--- src/rtl/alu_rr_scheduler.sv ---
// Round-robin scheduler sharing one 16-bit ALU among 8 requesters.
// Arbitrates in IDLE, issues to the ALU, waits for completion, returns the result.
module alu_rr_scheduler #(
    parameter int W = 16,
    parameter int N = 8
) (
    input  logic           clk,
    input  logic           rst,
    input  logic [N-1:0]   req,
    input  logic [N*W-1:0] opa,
    input  logic [N*W-1:0] opb,
    input  logic [4*N-1:0] opc,
    output logic [N-1:0]   gnt,
    output logic [W-1:0]   alu_a,
    output logic [W-1:0]   alu_b,
    output logic [3:0]     alu_op,
    output logic           alu_go,
    input  logic [W-1:0]   alu_y,
    input  logic           alu_done,
    output logic [W-1:0]   y,
    output logic [N-1:0]   done,
    output logic           busy
);

    typedef enum logic [1:0] {
        IDLE   = 2'd0,
        ISSUE  = 2'd1,
        WAIT   = 2'd2,
        RETURN = 2'd3
    } state_t;

    state_t       state;
    logic [2:0]   ptr;
    logic [2:0]   tag;
    logic [2:0]   winner;
    logic [2:0]   idx;
    logic         found;
    logic [W-1:0] sel_a;
    logic [W-1:0] sel_b;
    logic [3:0]   sel_op;

    // Scan upward from ptr; the 3-bit add wraps naturally modulo 8.
    always_comb begin
        winner = '0;
        idx    = '0;
        found  = 1'b0;
        for (int i = 0; i < N; i++) begin
            idx = ptr + 3'(i);
            if (!found && req[idx]) begin
                found  = 1'b1;
                winner = idx;
            end
        end
    end

    always_comb begin
        sel_a  = '0;
        sel_b  = '0;
        sel_op = '0;
        for (int k = 0; k < N; k++) begin
            if (winner == 3'(k)) begin
                sel_a  = opa[k*W +: W];
                sel_b  = opb[k*W +: W];
                sel_op = opc[k*4 +: 4];
            end
        end
    end

    always_ff @(posedge clk or posedge rst) begin
        if (rst) begin
            state  <= IDLE;
            ptr    <= '0;
            tag    <= '0;
            gnt    <= '0;
            done   <= '0;
            alu_go <= 1'b0;
            busy   <= 1'b0;
            alu_a  <= '0;
            alu_b  <= '0;
            alu_op <= '0;
            y      <= '0;
        end else begin
            case (state)
                IDLE: begin
                    if (found) begin
                        alu_a  <= sel_a;
                        alu_b  <= sel_b;
                        alu_op <= sel_op;
                        tag    <= winner;
                        gnt    <= {{(N-1){1'b0}}, 1'b1} << winner;
                        alu_go <= 1'b1;
                        busy   <= 1'b1;
                        state  <= ISSUE;
                    end
                end
                ISSUE: begin
                    gnt    <= '0;
                    alu_go <= 1'b0;
                    state  <= WAIT;
                end
                WAIT: begin
                    if (alu_done) begin
                        y     <= alu_y;
                        done  <= {{(N-1){1'b0}}, 1'b1} << tag;
                        state <= RETURN;
                    end
                end
                RETURN: begin
                    // The winner moves to the back of the priority order.
                    done  <= '0;
                    ptr   <= tag + 3'd1;
                    busy  <= 1'b0;
                    state <= IDLE;
                end
                default: state <= IDLE;
            endcase
        end
    end

endmodule

--- config.mk ---
export PLATFORM = sky130hd
export DESIGN_NAME = alu_rr_scheduler
export DESIGN_NICKNAME = d
export VERILOG_FILES = /design/src/rtl/alu_rr_scheduler.sv
export SDC_FILE = /design/constraint.sdc
export NUM_CORES = 1
export LEC_CHECK = 0
export BUFFER_PORTS_ARGS = -buffer_cell sky130_fd_sc_hd__buf_2
export CAP_MARGIN = 20
export CORE_AREA = 4 4 147 149
export CTS_BUF_LIST = sky130_fd_sc_hd__clkbuf_4
export CTS_CLUSTER_SIZE = 30
export DETAILED_ROUTE_END_ITERATION = 8
export DIE_AREA = 0 0 151 153
export GPL_TIMING_DRIVEN = 1
export HOLD_SLACK_MARGIN = 0.08
export PLACE_DENSITY = 0.73
export SYNTH_ARGS = -nofsm -noshare
export SYNTH_HDL_FRONTEND = slang
export SYNTH_SLANG_ARGS = --single-unit
--- constraint.sdc ---
create_clock -name clk -period 7.7 [get_ports clk]
set_clock_uncertainty 0.2 [all_clocks]
set_input_delay 1.155 -clock clk [delete_from_list [all_inputs] [get_ports clk]]
set_output_delay 1.155 -clock clk [all_outputs]
set_load 0.01 [all_outputs]
==> results of run 1 <==
==> registers in the layout (all words and copies together) (netlist names) <==
signal  count
done        8
busy        1
alu_op      4
tag         3
state       2
alu_a      16
gnt         8
alu_b      16
y          16
alu_go      1
ptr         3
==> final timing paths <==
kind | from | endpoint | slack, ns | depth (start not counted)
worst min-delay path | y[0]$_DFFE_PP0P_ | y[0]$_DFFE_PP0P_ | 0.29 | 2
worst max-delay path | ptr[1]$_DFFE_PP0P_ | alu_a[0]$_DFFE_PP0P_ | 2.11 | 13
max in group asynchronous | rst | tag[0]$_DFFE_PP0P_ | 5.75 | 3
min in group asynchronous | rst | alu_b[9]$_DFFE_PP0P_ | 0.52 | 2
worst max register to register | ptr[1]$_DFFE_PP0P_ | alu_a[0]$_DFFE_PP0P_ | 2.11 | 13
worst min register to register | y[0]$_DFFE_PP0P_ | y[0]$_DFFE_PP0P_ | 0.29 | 2
==> area by class of cell <==
type / count / area (sq um) / share of cell area (%)
multi-input combinational: 567 / 4210 / 47.8
timing repair buffer: 397 / 2060 / 23.4
sequential: 78 / 1950 / 22.2
tap: 270 / 338 / 3.84
clock inverter: 7 / 105 / 1.19
clock buffer: 9 / 67.6 / 0.768
inverter: 15 / 57.6 / 0.654
antenna: 5 / 12.5 / 0.142
==> power by group <==
part           internal, uW  switching [uW]  total, uW
sequential              603             136        739
clock                   137             172        309
combinational          1760            2540       4310
total                  2500            2850       5350
==> per-stage QoR <==
stage               power [uW]  hold WS [ns]  cells  setup slack [ns]
finish                    5350         0.286   1348              2.11
CTS                       5340         0.290   1342              2.10
global placement          4910         0.253   1325              2.16
detailed placement        5010         0.257   1326              2.11
global route              5780         0.303   1346              1.69
floorplan                 3900         0.276    716              3.45
==> tightest hold or removal path, delay by kind of cell (launching register included) <==
family	cells	cell delay [ns]
flops	1	0.36
simple gates	2	0.10
==> synth_stat cells (4+ instances only) <==
library cell	n	area, sq um
nand2_1	139	522
mux2i_1	82	821
dfrtp_1	78	1950
o221ai_1	47	412
o21ai_0	37	185
mux2_2	33	372
clkbuf_1	28	105
o21ai_1	26	130
nor2_1	22	82.6
o221a_2	17	191
a21oi_1	16	80.1
buf_2	14	70.1
ha_1	13	163
inv_1	13	48.8
mux4_2	10	225
a211oi_1	9	67.6
a22oi_1	9	67.6
buf_6	9	101
and2_1	7	43.8
nand3_1	7	35.0
o221a_1	7	78.8
a31oi_1	6	37.5
o211ai_1	6	45.0
o2bb2ai_1	6	52.6
a311oi_1	5	43.8
and2_0	5	31.3
buf_4	5	37.5
a2111oi_0	4	35.0
a211o_1	4	35.0
a32oi_1	4	35.0
nor4_1	4	25.0
o22ai_1	4	25.0
==> routing by layer <==
metal	part of all wire [%]	up-vias
met5	0.082	-
met4	1.7	4
li1	-	3461
met1	39	3604
met2	51	401
met3	9.0	40
==> cells by family after synthesis <==
family	count (synthesis)	synth area share, %
compound gates	229	26.5
xor+xnor	3	0.405
fa+ha+maj	13	2.51
buf+inv	71	5.71
flops	78	30.1
mux	127	22.3
simple gates	195	12.5
==> results.toml, run 1 <==
[clocking]
cts.repair.resized = 0
insertion_delay_ns = 0.47
numCtsBuffers = 9
cts_hold_buf = 0
cts_root_buffer = "clkbuf_4"
clkTransAtPathRegs_ns = 0.15
cts_max_level = 3
cts_setup_buffers = 0
cts_sinks = 78
cts_tree = "done"
cts_max_path_buffers = 2

[timing]
final-setup-viol-count = 0
timing.fmax_mhz = 179
worst_slew_pin_slew_ns = 1.06
timing.final.crit_share_pct = 72.6
timing.final.crit_period_ns = 5.59
rsz0062_at_grt = "false"
hold_viol = 0
tns_ns = 0
slew_viol_final = 0
relSlewSlack_pct = 29.1

[floorplanning]
core_area_sq_um = 20200
io_pins = 385
die_area_sq_um = 23100
initial_utilization_pct = 32.2
fp-row-count = 52
die_width_um = 151
die_h_um = 153

[drt]
final_antenna_net_count = 0
drt_iter0_markers = 580
drcViolationCount = 0
firstDrtPassIters = 5
wl_um = 28100
wl_per_cell_um = 20.8
vias_per_cell = 5.57
num_vias = 7510

[setup_path]
worstPathMaxFanout = 50
cp_top_family = "compound AO/OA/AOI/OAI gates"
path_class = "reg2reg"
cp_slowest_stage_delay_ns = 0.69
crit_chain = "inv_1 > ha_1 > mux4_2 > mux2i_1 > nand2_1 > nor4b_1 > a2bb2oi_1 > a31o_4 > buf_4 > mux2_2 > o221ai_1 > o221a_1 > o21ai_1"
path_buf_inv = 2
slowest_stage = "a31o_4"
end_kind = "flip-flop"
worstPathRequired_ns = 7.86
critPathLaunchType = "flip-flop"
cp.arrival_ns = 5.75

[logic_synthesis]
synth_area_sq_um = 6490
synth_cell_types = 60
synth_flop_cell = "dfrtp_1"
async_reset_ff_share_pct = 100
yosysWarningCount = 0
ys_ff_latch = 78
syn-num-nets = 1044
syn_area_per_cell_sq_um = 9.06
syn_inst = 716
synth_edf_count = 0
ys_seq_area_share_pct = 30.1

[grt]
grt_pass1_vias = 7374
use_met2_pct = 39.7
grt_use_total_pct = 23.2
grtUsageMet1_pct = 29.4
grt_pass1_wl_um = 41800
grt.overflow.total = 0
gr-usage-met3_pct = 5.21
grt_max_degree = 60
antenna_found_initial = 6
grt_most_used_layer = "met2"

[place]
dp_hpwl_um = 21900
placed_area_sq_um = 8590
io_buffers = 384
routabilityCongestion = 0.949

[outcome]
status = "complete, no violations"

[pwr]
irDropWorstVdd_mv = 0.519
p_per_area_nw_per_um2 = 608
leakagePower_uw = 0.00441

[finish]
area_delta_synth_final_pct = 35.6
drive_above_1_share_pct = 45.4
fill_cells = 2049
nets = 1396
design_area_sq_um = 8800
final_cell_mix = "buf_2 (384), nand2_1 (137), mux2i_1 (82), dfrtp_1 (78), o221ai_1 (47)"
final_util_pct = 43.6
layout_commonest_cell = "buf_2"

[worst_hold_path]
worstHoldPathType = "reg2reg"

[job]
maxCapViolCount = 0
No activity file was read; power rests on OpenSTA's default activity.
==> inputs of run 2 (changes only) <==
==> constraint.sdc (replaced) <==
create_clock -name clk -period 5.21 [get_ports clk]
set_clock_uncertainty 0.2 [all_clocks]
set_input_delay 0.7815 -clock clk [delete_from_list [all_inputs] [get_ports clk]]
set_output_delay 0.7815 -clock clk [all_outputs]
set_load 0.01 [all_outputs]
==> run 2 against run 1 <==
Against the previous run: final cell count rose by 0.30%; sequential power grew 47%; via count grew 0.47%; sequential cell count stayed put; register-to-register slack worse by 1.6 ns; global-route usage rose by 0.61 points; critical path type unchanged; setup slack got worse by 1.6 ns; clock power increased by 17%.
==> results.toml, run 2 (synthesized netlist as in run 1, its figures left out) <==
[outcome]
status = "complete, no violations"

[drt]
firstDrtPassIters = 6
wl_per_cell_um = 21.5
drt_iter0_markers = 544
num_vias = 7545
wl_um = 29000
vias_per_cell = 5.58
final_antenna_net_count = 0
drcViolationCount = 0

[clocking]
cts_hold_buf = 0
cts_tree = "done"
cts_sinks = 78
cts_max_path_buffers = 2
cts_setup_buffers = 0
cts.repair.resized = 0
cts_max_level = 3
clkTransAtPathRegs_ns = 0.16
cts_root_buffer = "clkbuf_4"
insertion_delay_ns = 0.47
numCtsBuffers = 9

[place]
io_buffers = 384
dp_hpwl_um = 22600
placed_area_sq_um = 8690
routabilityCongestion = 0.953

[timing]
hold_ws_ns = 0.160
timing.final.crit_share_pct = 89.8
hold_viol = 0
rsz0062_at_grt = "false"
final-setup-viol-count = 0
slew_viol_final = 0
timing.final.crit_period_ns = 4.68
tns_ns = 0
worst_slew_pin_slew_ns = 0.720
timing.fmax_mhz = 214
relSlewSlack_pct = 52.0

[setup_path]
r2r-start = "ptr[1]$_DFFE_PP0P_"
path_class = "reg2reg"
worstPathMaxFanout = 43
cp.arrival_ns = 4.86
end_kind = "flip-flop"
reg2reg_to = "alu_b[15]$_DFFE_PP0P_"
reg2reg_slack_ns = 0.53
critPathLaunchType = "flip-flop"
worstPathRequired_ns = 5.39
reg2reg_depth = 13

[grt]
grt_max_degree = 44
antenna_found_initial = 2
grt_pass1_vias = 7351
grt_pass1_wl_um = 42300
grt_use_total_pct = 23.8
grt.overflow.total = 0

[floorplanning]
die_width_um = 151
die_area_sq_um = 23100
io_pins = 385
fp-row-count = 52
die_h_um = 153
initial_utilization_pct = 32.2
core_area_sq_um = 20200

[finish]
area_delta_synth_final_pct = 35.9
final_cell_mix = "buf_2 (384), nand2_1 (137), mux2i_1 (82), dfrtp_1 (78), o221ai_1 (47)"
fill_cells = 2009
layout_commonest_cell = "buf_2"
drive_above_1_share_pct = 45.8
diodes = 0
design_area_sq_um = 8820
largestRegisters = "alu_a x16, alu_b x16, y x16"
nets = 1405

[pwr]
irDropWorstVdd_mv = 0.563
p_per_area_nw_per_um2 = 910
leakagePower_uw = 0.00442
power_uw = 8020

[worst_hold_path]
worstHoldPathType = "in2async"

[job]
maxCapViolCount = 0
-- run 2: how the worst max path moves through the flow --
stage                       start                    end  slack [ns]  depth (start not counted)
2_1_floorplan  ptr[0]$_DFFE_PP0P_   alu_b[3]$_DFFE_PP0P_        0.96                         17
3_3_place_gp   ptr[1]$_DFFE_PP0P_   alu_b[8]$_DFFE_PP0P_        0.61                         13
3_5_place_dp   ptr[1]$_DFFE_PP0P_  alu_op[3]$_DFFE_PP0P_        0.55                         13
4_1_cts        ptr[1]$_DFFE_PP0P_  alu_op[3]$_DFFE_PP0P_        0.58                         13
5_1_grt        ptr[1]$_DFFE_PP0P_   alu_b[8]$_DFFE_PP0P_        0.28                         13
6_report       ptr[1]$_DFFE_PP0P_  alu_b[15]$_DFFE_PP0P_        0.53                         13
-- run 2: report_power, final --
| part | total, uW | internal [uW] | leakage [uW] | switching (uW) |
|---|---|---|---|---|
| clock | 360 | 103 | 0.0000644 | 257 |
| sequential | 1090 | 892 | 0.000985 | 194 |
| combinational | 6570 | 2730 | 0.00337 | 3840 |
-- run 2: cell type report --
class | instances | area [sq um] | area share [%]
well taps | 270 | 338 | 3.83
clock inverters | 7 | 57.6 | 0.653
multi-input cells | 567 | 4210 | 47.7
inverters | 15 | 57.6 | 0.653
clock buffers | 9 | 67.6 | 0.766
repair buffers | 406 | 2140 | 24.2
flip-flops and latches | 78 | 1950 | 22.1
-- run 2: metal layers --
metal / vias to the layer above / share of wire (%) / global-route usage (%) / wire [um]
met5: - / 0.045 / 0 / 13
met4: 2 / 1.4 / 5.48 / 405
met3: 38 / 7.9 / 5.18 / 2300
met2: 369 / 51 / 41.4 / 14800
met1: 3666 / 40 / 30.0 / 11500
li1: 3470 / - / - / -
-- run 2: critical path, cell delays in order, from the launching register on --
cell	delay, ns
dfrtp_1	0.37
inv_1	0.07
ha_1	0.63
mux4_2	0.66
mux2i_1	0.40
nand2_1	0.10
nor4b_1	0.30
a2bb2oi_1	0.37
a31o_4	0.32
buf_12	0.31
mux2_2	0.38
o221ai_1	0.19
o221a_2	0.21
o21ai_1	0.06
-- run 2: metrics by stage --
step	util [%]	worst slack [ns]	cells
after floorplan	-	0.962	716
after global placement	43.1	0.612	1336
after detailed placement	43.1	0.551	1336
after CTS	43.7	0.582	1352
after global routing	43.7	0.278	1352
final	43.7	0.531	1352
